## src/rtl/rgb_binarizer.sv

```systemverilog
// RGB to 1-bit binarizer: luma threshold per pixel, packed 8 pixels per byte MSB-first.
// Tracks line/frame position to flag end-of-line/frame and malformed frames.
module rgb_binarizer #(
  parameter int IMG_W = 640,
  parameter int IMG_H = 480
) (
  input  logic       clk,
  input  logic       rst_n,
  input  logic       s_valid,
  output logic       s_ready,
  input  logic       s_sof,
  input  logic [7:0] red_in,
  input  logic [7:0] green_in,
  input  logic [7:0] blue_in,
  input  logic [7:0] threshold,
  input  logic       invert,
  output logic       m_valid,
  input  logic       m_ready,
  output logic [7:0] m_data,
  output logic       m_eol,
  output logic       m_eof,
  output logic       frame_err
);

  localparam int COLS = IMG_W / 8;
  localparam int CW = (COLS > 1) ? $clog2(COLS) : 1;
  localparam int RW = (IMG_H > 1) ? $clog2(IMG_H) : 1;
  localparam logic [CW-1:0] COL_LAST = CW'(COLS - 1);
  localparam logic [RW-1:0] ROW_LAST = RW'(IMG_H - 1);

  localparam logic [0:0] IDLE   = 1'b0;
  localparam logic [0:0] ACTIVE = 1'b1;

  logic [0:0]    state_q, state_d;
  logic [2:0]    cnt_q, cnt_d;
  logic [CW-1:0] col_q, col_d;
  logic [RW-1:0] row_q, row_d;
  logic [6:0]    pack_q, pack_d;
  logic          err_q, err_d;
  logic [7:0]    data_q;
  logic          valid_q, eol_q, eof_q;

  logic [15:0] luma_sum;
  logic [7:0]  luma;
  logic        px;
  logic        acc;
  logic        at_origin;
  logic        start, restart, finish, shift;
  logic        done;
  logic        eol_d, eof_d;
  logic [7:0]  byte_d;

  // Weights sum to 256, so the 16-bit sum cannot overflow.
  assign luma_sum = 16'd77 * 16'(red_in)
                  + 16'd150 * 16'(green_in)
                  + 16'd29 * 16'(blue_in);
  assign luma = 8'(luma_sum >> 8);
  assign px   = (luma >= threshold) ^ invert;

  assign s_ready = !(valid_q && !m_ready);
  assign acc     = s_valid && s_ready;

  assign at_origin = (cnt_q == 3'd0) && (col_q == '0)
                  && (row_q == '0);

  assign start   = acc && (state_q == IDLE) && s_sof;
  assign restart = acc && (state_q == ACTIVE)
                && s_sof && !at_origin;
  assign finish  = acc && (state_q == ACTIVE)
                && !restart && (cnt_q == 3'd7);
  assign shift   = acc && (state_q == ACTIVE)
                && !restart && (cnt_q != 3'd7);

  assign byte_d = {pack_q, px};

  always_comb begin
    state_d = state_q;
    cnt_d   = cnt_q;
    col_d   = col_q;
    row_d   = row_q;
    pack_d  = pack_q;
    err_d   = 1'b0;
    done    = 1'b0;
    eol_d   = 1'b0;
    eof_d   = 1'b0;
    unique case (1'b1)
      start, restart: begin
        err_d   = restart;
        state_d = ACTIVE;
        pack_d  = {6'd0, px};
        cnt_d   = 3'd1;
        col_d   = '0;
        row_d   = '0;
      end
      finish: begin
        done   = 1'b1;
        cnt_d  = 3'd0;
        pack_d = '0;
        eol_d  = (col_q == COL_LAST);
        eof_d  = eol_d && (row_q == ROW_LAST);
        if (eof_d) begin
          state_d = IDLE;
          col_d   = '0;
          row_d   = '0;
        end else if (eol_d) begin
          col_d = '0;
          row_d = row_q + RW'(1);
        end else begin
          col_d = col_q + CW'(1);
        end
      end
      shift: begin
        pack_d = {pack_q[5:0], px};
        cnt_d  = cnt_q + 3'd1;
      end
      default: ;
    endcase
  end

  always_ff @(posedge clk or negedge rst_n) begin
    if (!rst_n) begin
      state_q <= IDLE;
      cnt_q   <= '0;
      col_q   <= '0;
      row_q   <= '0;
      pack_q  <= '0;
      err_q   <= 1'b0;
    end else begin
      state_q <= state_d;
      cnt_q   <= cnt_d;
      col_q   <= col_d;
      row_q   <= row_d;
      pack_q  <= pack_d;
      err_q   <= err_d;
    end
  end

  // A byte can only complete when the output slot is free or draining.
  always_ff @(posedge clk or negedge rst_n) begin
    if (!rst_n) begin
      data_q  <= '0;
      valid_q <= 1'b0;
      eol_q   <= 1'b0;
      eof_q   <= 1'b0;
    end else if (done) begin
      data_q  <= byte_d;
      valid_q <= 1'b1;
      eol_q   <= eol_d;
      eof_q   <= eof_d;
    end else if (valid_q && m_ready) begin
      valid_q <= 1'b0;
    end
  end

  assign m_valid   = valid_q;
  assign m_data    = data_q;
  assign m_eol     = eol_q;
  assign m_eof     = eof_q;
  assign frame_err = err_q;

endmodule

```

## config.mk

```make
export PLATFORM = sky130hd
export DESIGN_NAME = rgb_binarizer
export DESIGN_NICKNAME = d
export VERILOG_FILES = /design/src/rtl/rgb_binarizer.sv
export SDC_FILE = /design/constraint.sdc
export NUM_CORES = 1
export LEC_CHECK = 0
export ABC_AREA = 0
export BUFFER_PORTS_ARGS = -buffer_cell sky130_fd_sc_hd__buf_2
export CAP_MARGIN = 0
export CORE_MARGIN = 1.5
export CORE_UTILIZATION = 50
export CTS_CLUSTER_SIZE = 14
export DETAILED_ROUTE_END_ITERATION = 12
export HOLD_SLACK_MARGIN = 0.02
export PLACE_DENSITY_LB_ADDON = 0.08
export SLEW_MARGIN = 10
export SYNTH_ARGS = -nofsm -noshare
export SYNTH_HDL_FRONTEND = slang
export SYNTH_SLANG_ARGS = --single-unit
```

## constraint.sdc

```tcl
create_clock -name clk -period 2.8 [get_ports clk]
set_clock_uncertainty 0.05 [all_clocks]
set_input_delay 0.14 -clock clk [delete_from_list [all_inputs] [get_ports clk]]
set_output_delay 0.14 -clock clk [all_outputs]
set_load 0.1 [all_outputs]
```

### Word level (Yosys, flattened, before mapping)

Cells that the tools add are included.

* register bits after elaboration: 39
* bits in latches: 0
* bits in writable memories: 0
* bits in read-only memories: 0
* input bits: 38
* output and inout port bits: 13
* word-level logic and storage cells: 70
* memories kept: 0

* add/sub/neg operators: 5
* $mul: 3
* div/mod/pow operators: 0
* magnitude comparators: 1
* eq/ne operators: 6
* shift-type cells: 0
* mux-type cells: 16
* bitwise operators: 2
* reduce and logical (&&, ||, !) cells: 27

Operator list (count)
* $mul 7x8->15 const A: 2
* $pmux 7 s3: 1
* $mux 9: 2
* $pmux 9 s2: 1
* $add 15x16->16: 1
* $add 16x13->16: 1
* $logic_and 1x1->1: 14
* $mux 7: 2
* $pmux 7 s2: 1
* $mul 5x8->13 const A: 1
* $add 9x1->9 const B: 1
* $eq 9x9->1 const B: 1
* $logic_not 9->1: 1
* $pmux 3 s3: 1
* $ge 8x8->1: 1
* $add 7x1->7 const B: 1
* $eq 7x7->1 const B: 1
* $logic_not 7->1: 1
* $mux 1: 7
* $logic_not 1->1: 4
* $reduce_and 2->1: 2
* $reduce_bool 2->1: 2
* $add 3x1->3 const B: 1
* $eq 3x3->1 const B: 1
* other kinds (9): 9

### Logic depth before layout (Yosys ltp)

Gate-level depths: netlist of run 1.

* depth after elaboration: 12
* gate-level depth with buffers: 31
* depth with buffers taken out: 31

### Worst setup path after synthesis of run 1

OpenSTA, ideal clock, no wires.

* path kind: input to register
* from: in green_in[4]
* to: reg data_q[0] (netlist: m_data[0])
* library setup time: 0.130 ns
* arrival time: 6.851 ns
* required time: 2.620 ns
* path slack: -4.231 ns
* stages: 27
* path buffers: 0
* path through: ha_1 ha_1 inv_1 fa_1 fa_1 inv_1 ha_1 xor2_1 fa_1 fa_1 inv_1 fa_1 fa_1 inv_1 ha_1 a21oi_1 nand2_1 a41oi_1 o31ai_1 a21o_1 a21oi_1 xor3_1 ha_1 and3_1 a221oi_1 xor2_1 o21ai_0

* cells in the longest elaborated chain, start to end: 5

Ends and longest elaborated chain
* from (decl): line 13 `input logic [7:0] green_in,`
* $mul 7x8->15: line 55 `+ 16'd150 * 16'(green_in)`
* $add 15x16->16: line 55
* $add 16x13->16: line 56 `+ 16'd29 * 16'(blue_in);`
* $ge 8x8->1: line 58 `assign px = (luma >= threshold) ^ invert;`
* $xor 1x1->1: line 58
* to (signal assigned): line 146 `data_q <= byte_d;`
* to (decl): line 40 `logic [7:0] data_q;`

Every way passes these cells.
A chain may end at the register's enable or synchronous reset.

### Worst setup path in the final report of run 1

* from: in green_in[4]
* to: reg pack_q[0]

* cells in the longest elaborated chain, start to end: 6

Ends and longest elaborated chain
* $mul 7x8->15: line 55
* $add 15x16->16: line 55
* $add 16x13->16: line 56
* $ge 8x8->1: line 58
* $xor 1x1->1: line 58
* $pmux 7 s3: line 86 `unique case (1'b1)`
* to (signal assigned): line 133 `pack_q <= pack_d;`
* to (decl): line 38 `logic [6:0] pack_q, pack_d;`

Every way passes these cells.

==> flow_metrics.py, run 1 <==
metrics = {
    "timing": {
        "setup_viol": 2,
        "finalHoldViolCount": 0,
        "grt_setup_unrepaired": "yes",
        "min_period_ns": 6.44,
        "setup_ws_ns": -3.64,
        "max_freq_ghz": 0.155,
        "tightest_slew_ns": 0.888,
        "maxSlewViolCount": 0,
        "finalCritPeriodShare": 2.30,
        "slew_headroom": 0.408,
    },
    "final_layout": {
        "drive_gt1_frac": 0.274,
        "fillers": 888,
        "fin_nets": 848,
        "final_common_cell": "inv_1",
        "final_cell_mix": "inv_1, ha_1, buf_4",
        "diodes": 0,
        "syn_to_final_growth_pct": 26.5,
    },
    "grt": {
        "grt_pass1_vias": 4113,
        "antenna_found_initial": 0,
        "gr-total-overflow": 0,
        "grt_usage": 0.213,
        "grt_max_degree": 40,
        "grt_pass1_wl_um": 18700,
    },
    "synth": {
        "synth.yosys.seq_area_share": 0.192,
        "synth_nets": 720,
        "syn-instance-count": 528,
        "ys.warnings.count": 0,
        "ys.flop_type": "dfrtp_1",
        "netlist_area_mm2": 0.00508,
        "ys_ff_latch": 39,
        "async_reset_ff_frac": 1.00,
        "synth_edf_count": 0,
        "synth.avg_cell_area_um2": 9.62,
        "synth.distinct_cells": 45,
    },
    "detailed_routing": {
        "antenna_left": 0,
        "drt_wl_total_um": 10800,
        "drc": 0,
        "via_count": 3991,
        "wl_per_cell_um": 13.6,
        "dr.pass1.iters": 4,
        "drt_iter0_drc": 101,
        "viasPerCell": 5.05,
    },
    "min_path": {
        "hold_class": "primary input to flip-flop",
        "whs_path_depth": 3,
        "hold_path_end": "m_valid",
        "hold_start": "m_ready",
    },
    "placed_design": {
        "place_worst_setup_slack_ns": -4.15,
        "hpwl_um": 9190,
        "gp_congestion": 0.843,
        "port_buffers": 50,
    },
    "clock_tree": {
        "clk_pin_slew_ns": 0.08,
        "numCtsBuffers": 5,
        "h-tree-depth": 2,
        "clock-sinks": 39,
        "clock_path_buffers": 2,
        "cts_tree": "yes",
        "cts-root-buf": "clkbuf_8",
        "clk_latency_ns": 0.30,
    },
    "floorplanning": {
        "ios": 51,
        "start_util": 0.517,
        "fp.dieH_um": 104,
        "dieArea_mm2": 0.0108,
        "core_mm2": 0.00982,
        "rows": 36,
        "die_w_um": 104,
    },
    "run_status": {
        "status": "complete, but fails checks",
        "violations": "negative setup slack",
    },
    "critical_path": {
        "cpLargestDelayFamily": "adder cells",
        "cp.buffers_inverters": 5,
        "setup.worst_path.start_class": "primary input",
        "r2r_setup_slack_ns": 0.22,
        "cp.arrival_ns": 6.58,
        "cp_max_fo": 4,
        "rr_startpoint": "row_q[0]",
        "path_class": "primary input to flip-flop",
        "cp_slowest_stage_delay_ns": 0.51,
        "worstReg2RegEnd": "row_q[5]",
        "crit_required_ns": 2.94,
        "r2r_cells": 8,
        "end_kind": "flip-flop",
        "crit_slowest_cell": "fa_1",
    },
    "flow_run": {
        "cap_violations": 0,
    },
}
stage by stage:
step	hold slack (ns)	setup TNS (ns)	cell area, µm²	util	instances
global placement	0.250	-7.88	6150	0.626	777
finish	0.0608	-7.28	6420	0.654	790
global route	0.0812	-7.75	6420	0.654	790
detailed placement	0.260	-8.27	6150	0.626	777
floorplan	-0.206	-7.24	5220	-	528
CTS	0.0537	-7.49	6310	0.643	789
logic make-up (layout without fill, tap and decap cells):
| family | after synthesis | after routing | synth area share |
|---|---|---|---|
| AO/OA/AOI/OAI | 88 | 88 | 0.119 |
| XOR/XNOR | 20 | 20 | 0.0374 |
| adder cells (fa/ha/maj) | 154 | 154 | 0.461 |
| buffers and inverters | 115 | 244 | 0.0850 |
| flip-flops | 39 | 39 | 0.192 |
| multiplexers | 2 | 2 | 0.00443 |
| AND/OR/NAND/NOR | 110 | 110 | 0.102 |
cell usage after synthesis (2+ instances only):
library cell    n  share of area
or3_1           2         0.0025
inv_1         112          0.083
o211ai_1        2         0.0030
xnor2_1         7          0.012
a31oi_1         3         0.0037
nor4b_1         3         0.0052
a22o_1         11          0.019
mux2_2          2         0.0044
nand2_1        50          0.037
clkbuf_1        3         0.0022
ha_1           99           0.24
o21ai_0        24          0.024
fa_1           55           0.22
a21oi_1        18          0.018
a21o_1         12          0.018
nor2_1         19          0.014
nand3_1         6         0.0059
nand4_1         3         0.0037
nor3_1          3         0.0030
o31ai_1         5         0.0074
nand2b_1        7         0.0086
and3_1         10          0.012
xor2_1         12          0.021
dfrtp_1        39           0.19
worst max path at each step:
stage	startpoint	to	cells after the start
floorplan	green_in[4]	pack_q[0]	27
global placement	green_in[4]	pack_q[0]	28
detailed placement	green_in[3]	pack_q[0]	30
CTS	green_in[3]	pack_q[0]	30
global route	green_in[2]	pack_q[0]	27
finish	green_in[4]	pack_q[0]	28
tightest hold or removal path: stages:
cell and delay (ns):
buf_2 0.07, nand2b_2 0.12, nand2_1 0.05
timing repair:
item | 4_1_cts | 5_1_grt
hold endpoints to repair | 39 | 0
resized for setup | 11 | 25
endpoints found under the setup margin | 2 | 3
hold buffers | 1 | 0
pin swaps | 5 | 24
setup buffers | 3 | 1
final cells by class:
cell class                      count  area, µm²  share of cell area
Inverter                          112        420              0.0654
Sequential cell                    39        976               0.152
Clock buffer                        5       68.8              0.0107
Multi-Input combinational cell    374       3930               0.612
Clock inverter                      3       20.0             0.00312
Tap cell                          133        166              0.0259
Timing Repair Buffer              124        841               0.131
registers in the layout, indices dropped and copies added (netlist names):
signal,count
frame_err,1
m_eof,1
m_eol,1
m_data,8
col_q,7
pack_q,7
state_q,1
cnt_q,3
m_valid,1
row_q,9
per-layer routing:
metal  vias to the layer above  global-route usage  part of all wire
met5                         -                   0                 0
met4                         0              0.0327            0.0055
met3                         8              0.0371             0.033
met2                        55               0.346              0.47
met1                      1923               0.304              0.49
li1                       2005                   -                 -
Power of run 1 is left out: the tool's default activity adds up to more than one toggle a clock period on the data nets, which glitch-free logic cannot reach.
==> run 2, diff against run 1 <==
- CORE_MARGIN: 1.5 -> 8
==> run 2 against run 1 <==
  * The run still ends with negative setup slack left
  * Cell count increased by 0.13%
  * Routed wire length up 1.1%
  * Die area is 27% higher
  * Largest cell class unchanged
  * Critical path type unchanged
  * Count of clock-buffer cells in the layout increased by 1
  * Critical path depth unchanged
  * Sequential share of layout area grew 0.050 points
  * Highest routed layer unchanged
  * Critical endpoint unchanged
==> flow_metrics.py, run 2 (synthesis gave the netlist of run 1 again) <==
metrics = {
    "run_status": {
        "status": "complete, but fails checks",
        "violations": "negative setup slack",
    },
    "critical_path": {
        "cp_slowest_stage_delay_ns": 0.51,
        "critPathLaunch": "green_in[4]",
        "r2r_cells": 9,
        "end_kind": "flip-flop",
        "crit_required_ns": 2.94,
        "crit_top_cell": "fa_1",
        "setup.worst_path.start_class": "primary input",
        "cp.buffers_inverters": 5,
        "path_class": "primary input to flip-flop",
        "crit_slowest_cell": "fa_1",
        "rr_startpoint": "row_q[0]",
        "cp_num_cells": 28,
        "cp_max_fo": 3,
        "cp.arrival_ns": 6.54,
        "cpLargestDelayFamily": "adder cells",
    },
    "grt": {
        "grt_pass1_vias": 3991,
        "grt_usage": 0.170,
        "antenna_found_initial": 0,
        "grt_pass1_wl_um": 18500,
        "gr-total-overflow": 0,
        "grt_max_degree": 40,
    },
    "floorplanning": {
        "dieArea_mm2": 0.0136,
        "fp.dieH_um": 117,
        "rows": 36,
        "ios": 51,
        "die_w_um": 117,
        "core_mm2": 0.00982,
        "start_util": 0.517,
    },
    "final_layout": {
        "final_cell_mix": "inv_1, ha_1, buf_4",
        "final_common_cell": "inv_1",
        "fin_nets": 849,
        "largest-register": "row_q",
        "drive_gt1_frac": 0.267,
        "syn_to_final_growth_pct": 26.1,
        "diodes": 0,
        "largest_register_ffs": 9,
        "fin_util": 0.652,
    },
    "detailed_routing": {
        "drt_wl_total_um": 10900,
        "antenna_left": 0,
        "wl_met3_um": 325,
        "viasPerCell": 5.06,
        "drc": 0,
        "met2_length_um": 4940,
        "wl_per_cell_um": 13.8,
        "drt_iter0_drc": 126,
        "dr.pass1.iters": 5,
        "drt-met1-wl_um": 5490,
        "via_count": 4003,
        "top_layer_used": "met4",
    },
    "clock_tree": {
        "clock_path_buffers": 2,
        "numCtsBuffers": 5,
        "clk_latency_ns": 0.30,
        "h-tree-depth": 2,
        "clock-sinks": 39,
        "cts-root-buf": "clkbuf_8",
        "cts_tree": "yes",
        "clk_pin_slew_ns": 0.08,
    },
    "placed_design": {
        "port_buffers": 50,
        "hpwl_um": 9280,
        "gp_congestion": 0.842,
    },
    "timing": {
        "setup_ws_ns": -3.60,
        "min_period_ns": 6.40,
        "finalCritPeriodShare": 2.29,
        "tightest_slew_ns": 0.874,
        "max_freq_ghz": 0.156,
        "grt_setup_unrepaired": "yes",
        "setup_viol": 2,
        "slew_headroom": 0.417,
        "finalHoldViolCount": 0,
        "maxSlewViolCount": 0,
    },
    "min_path": {
        "hold_class": "primary input to flip-flop",
        "whs_path_depth": 3,
        "hold_start": "m_ready",
    },
    "flow_run": {
        "cap_violations": 0,
    },
}
==> run 2: layout make-up <==
class | count | area, µm²
multi-input cells | 374 | 3910
flip-flops and latches | 39 | 976
clock buffers | 6 | 72.6
fillers | 856 | 3420
clock inverters | 2 | 12.5
repair buffers | 125 | 841
inverters | 112 | 425
well taps | 133 | 166
==> run 2: stage by stage <==
stage	instances	cell area [µm²]	worst slack, ns	hold WS [ns]	TNS [ns]
after floorplan	528	5220	-3.63	-0.206	-7.24
after global placement	775	6130	-3.94	0.249	-7.85
after detailed placement	775	6130	-4.09	0.267	-8.13
after CTS	787	6300	-3.64	0.0603	-7.27
after global routing	791	6400	-3.84	0.0807	-7.65
final	791	6400	-3.60	0.0701	-7.19
==> run 2: timing repair <==
item | CTS | global route
setup endpoints to repair | 2 | 2
resized for setup | 12 | 18
hold buffers | 1 | 0
setup buffers | 3 | 4
endpoints found under the hold margin | 39 | 0
pin swaps | 8 | 4
==> run 2: metal layers <==
metal	vias to the layer above	GRT usage
met1	1925	0.250
met2	63	0.260
met3	14	0.0210
met4	0	0.0392
met5	-	0
li1	2001	-
==> run 2: final timing paths <==
path,endpoint,slack (ns)
min reg2reg,m_data[5],0.43
max in group asynchronous,row_q[6],1.71
max reg2reg,row_q[5],0.16
min in group asynchronous,m_data[4],0.44
max,pack_q[0],-3.60
min,m_valid,0.07
==> run 2: tightest hold or removal path: stages <==
cell and delay [ns]:
buf_2 0.07, nand2b_2 0.13, nand2_1 0.05
Power of run 2 is left out for the same reason.
==> run 3, diff against run 2 <==
- PLACE_DENSITY: not set -> 0.78
- PLACE_DENSITY_LB_ADDON: 0.08 -> not set
==> run 3 against run 2 <==
  * The run still ends with negative setup slack left
  * Via count grew 2.5%
  * Largest cell class unchanged
  * Worst hold slack gained 0.0018 ns
  * Critical path type unchanged
  * Global-route usage grew 1.4 points
  * Critical path depth grew 3
  * Sequential share of layout area is essentially flat
  * Register-to-register slack gained 0.11 ns
  * Final area shrank 0.23%
  * Flip-flop and latch count is the same
  * Worst setup slack lost 0.049 ns
  * Die area is the same
  * Routed wire length grew 8.4%
==> flow_metrics.py, run 3 (synthesis gave the netlist of run 1 again) <==
metrics = {
    "grt": {
        "grt_usage": 0.184,
        "grt_max_degree": 40,
        "grt_pass1_vias": 4402,
        "gr-total-overflow": 0,
        "grt_pass1_wl_um": 20100,
        "antenna_found_initial": 0,
    },
    "floorplanning": {
        "fp.dieH_um": 117,
        "start_util": 0.517,
        "die_w_um": 117,
        "rows": 36,
        "dieArea_mm2": 0.0136,
        "core_mm2": 0.00982,
        "ios": 51,
    },
    "clock_tree": {
        "clk_pin_slew_ns": 0.08,
        "clock_path_buffers": 2,
        "h-tree-depth": 2,
        "cts-root-buf": "clkbuf_8",
        "numCtsBuffers": 5,
        "clock-sinks": 39,
        "cts_tree": "yes",
        "clk_latency_ns": 0.29,
    },
    "critical_path": {
        "cp_slowest_stage_delay_ns": 0.56,
        "crit_required_ns": 2.92,
        "r2r_cells": 9,
        "end_kind": "flip-flop",
        "crit_top_cell": "ha_4",
        "worstReg2RegEnd": "row_q[8]",
        "rr_startpoint": "row_q[0]",
        "cp_num_cells": 31,
        "cp.buffers_inverters": 6,
        "path_class": "primary input to flip-flop",
        "crit_slowest_cell": "fa_1",
        "cp_max_fo": 4,
        "cpLargestDelayFamily": "adder cells",
        "r2r_setup_slack_ns": 0.27,
        "cp.arrival_ns": 6.57,
        "critPathLaunch": "green_in[3]",
        "setup.worst_path.start_class": "primary input",
    },
    "timing": {
        "slew_headroom": 0.427,
        "finalCritPeriodShare": 2.30,
        "grt_setup_unrepaired": "yes",
        "fin_setup_tns_ns": -7.29,
        "maxSlewViolCount": 0,
        "setup_ws_ns": -3.65,
        "finalHoldViolCount": 0,
        "max_freq_ghz": 0.155,
        "tightest_slew_ns": 0.860,
        "setup_viol": 2,
        "min_period_ns": 6.45,
    },
    "final_layout": {
        "drive_gt1_frac": 0.266,
        "largest-register": "row_q",
        "fin_nets": 844,
        "diodes": 0,
        "final_common_cell": "inv_1",
        "final_cell_mix": "inv_1, ha_1, buf_4",
        "syn_to_final_growth_pct": 25.8,
        "largest_register_ffs": 9,
    },
    "detailed_routing": {
        "drc": 0,
        "dr.pass1.iters": 4,
        "drt_wl_total_um": 11800,
        "wl_per_cell_um": 15.0,
        "viasPerCell": 5.22,
        "drt_iter0_drc": 185,
        "antenna_left": 0,
        "via_count": 4102,
    },
    "placed_design": {
        "gp_congestion": 0.815,
        "hpwl_um": 9980,
        "port_buffers": 50,
    },
    "flow_run": {
        "cap_violations": 0,
    },
    "run_status": {
        "status": "complete, but fails checks",
        "violations": "negative setup slack",
    },
    "min_path": {
        "hold_class": "primary input to flip-flop",
        "hold_path_end": "m_valid",
        "whs_path_depth": 3,
        "hold_start": "m_ready",
    },
}
==> run 3: cell types whose count changed in the layout (fill, tap and decap cells not counted), sizes merged <==
cell	delta
clkbuf	-1
bufinv	+1
clkinvlp	-1
clkinv	+1
buf	-5
==> run 3: metrics by stage <==
step	hold slack [ns]	cells	worst slack [ns]	area, µm²	util
6_report	0.0719	786	-3.65	6390	0.650
2_1_floorplan	-0.206	528	-3.63	5220	-
3_3_place_gp	0.233	768	-3.90	6090	0.620
3_5_place_dp	0.240	768	-4.13	6090	0.620
5_1_grt	0.0867	786	-3.88	6390	0.650
4_1_cts	0.0671	782	-3.68	6290	0.641
==> run 3: tightest hold or removal path, stage by stage <==
cell and delay [ns]:
buf_2 0.07, nand2b_2 0.12, nand2_1 0.05
==> run 3: layout make-up <==
type	instances	area, µm²
Clock buffer	5	68.8
Tap cell	133	166
Inverter	112	420
Timing Repair Buffer	120	806
Fill cell	761	3430
Clock inverter	3	43.8
Multi-Input combinational cell	374	3910
Sequential cell	39	976
==> run 3: worst max path at each step <==
stage                     slack, ns        end
final                         -3.65  m_data[0]
after detailed placement      -4.13  pack_q[0]
after global routing          -3.88  m_data[0]
after floorplan               -3.63  pack_q[0]
after CTS                     -3.68  m_data[0]
after global placement        -3.90  pack_q[0]
==> run 3: what timing repair did <==
action                     4_1_cts  5_1_grt
setup buffers                    5        4
setup endpoints to repair        2        9
pin swaps                       14        4
hold buffers                     1        0
hold endpoints to repair        39        0
resized for setup               14       14
==> run 3: metal layers <==
layer,part of all wire,global-route usage,routed length [µm]
met1,0.43,0.230,5120
met3,0.026,0.0159,305
met5,0,0,0
met2,0.52,0.331,6150
met4,0.019,0.0512,229
Power of run 3 is left out for the same reason.
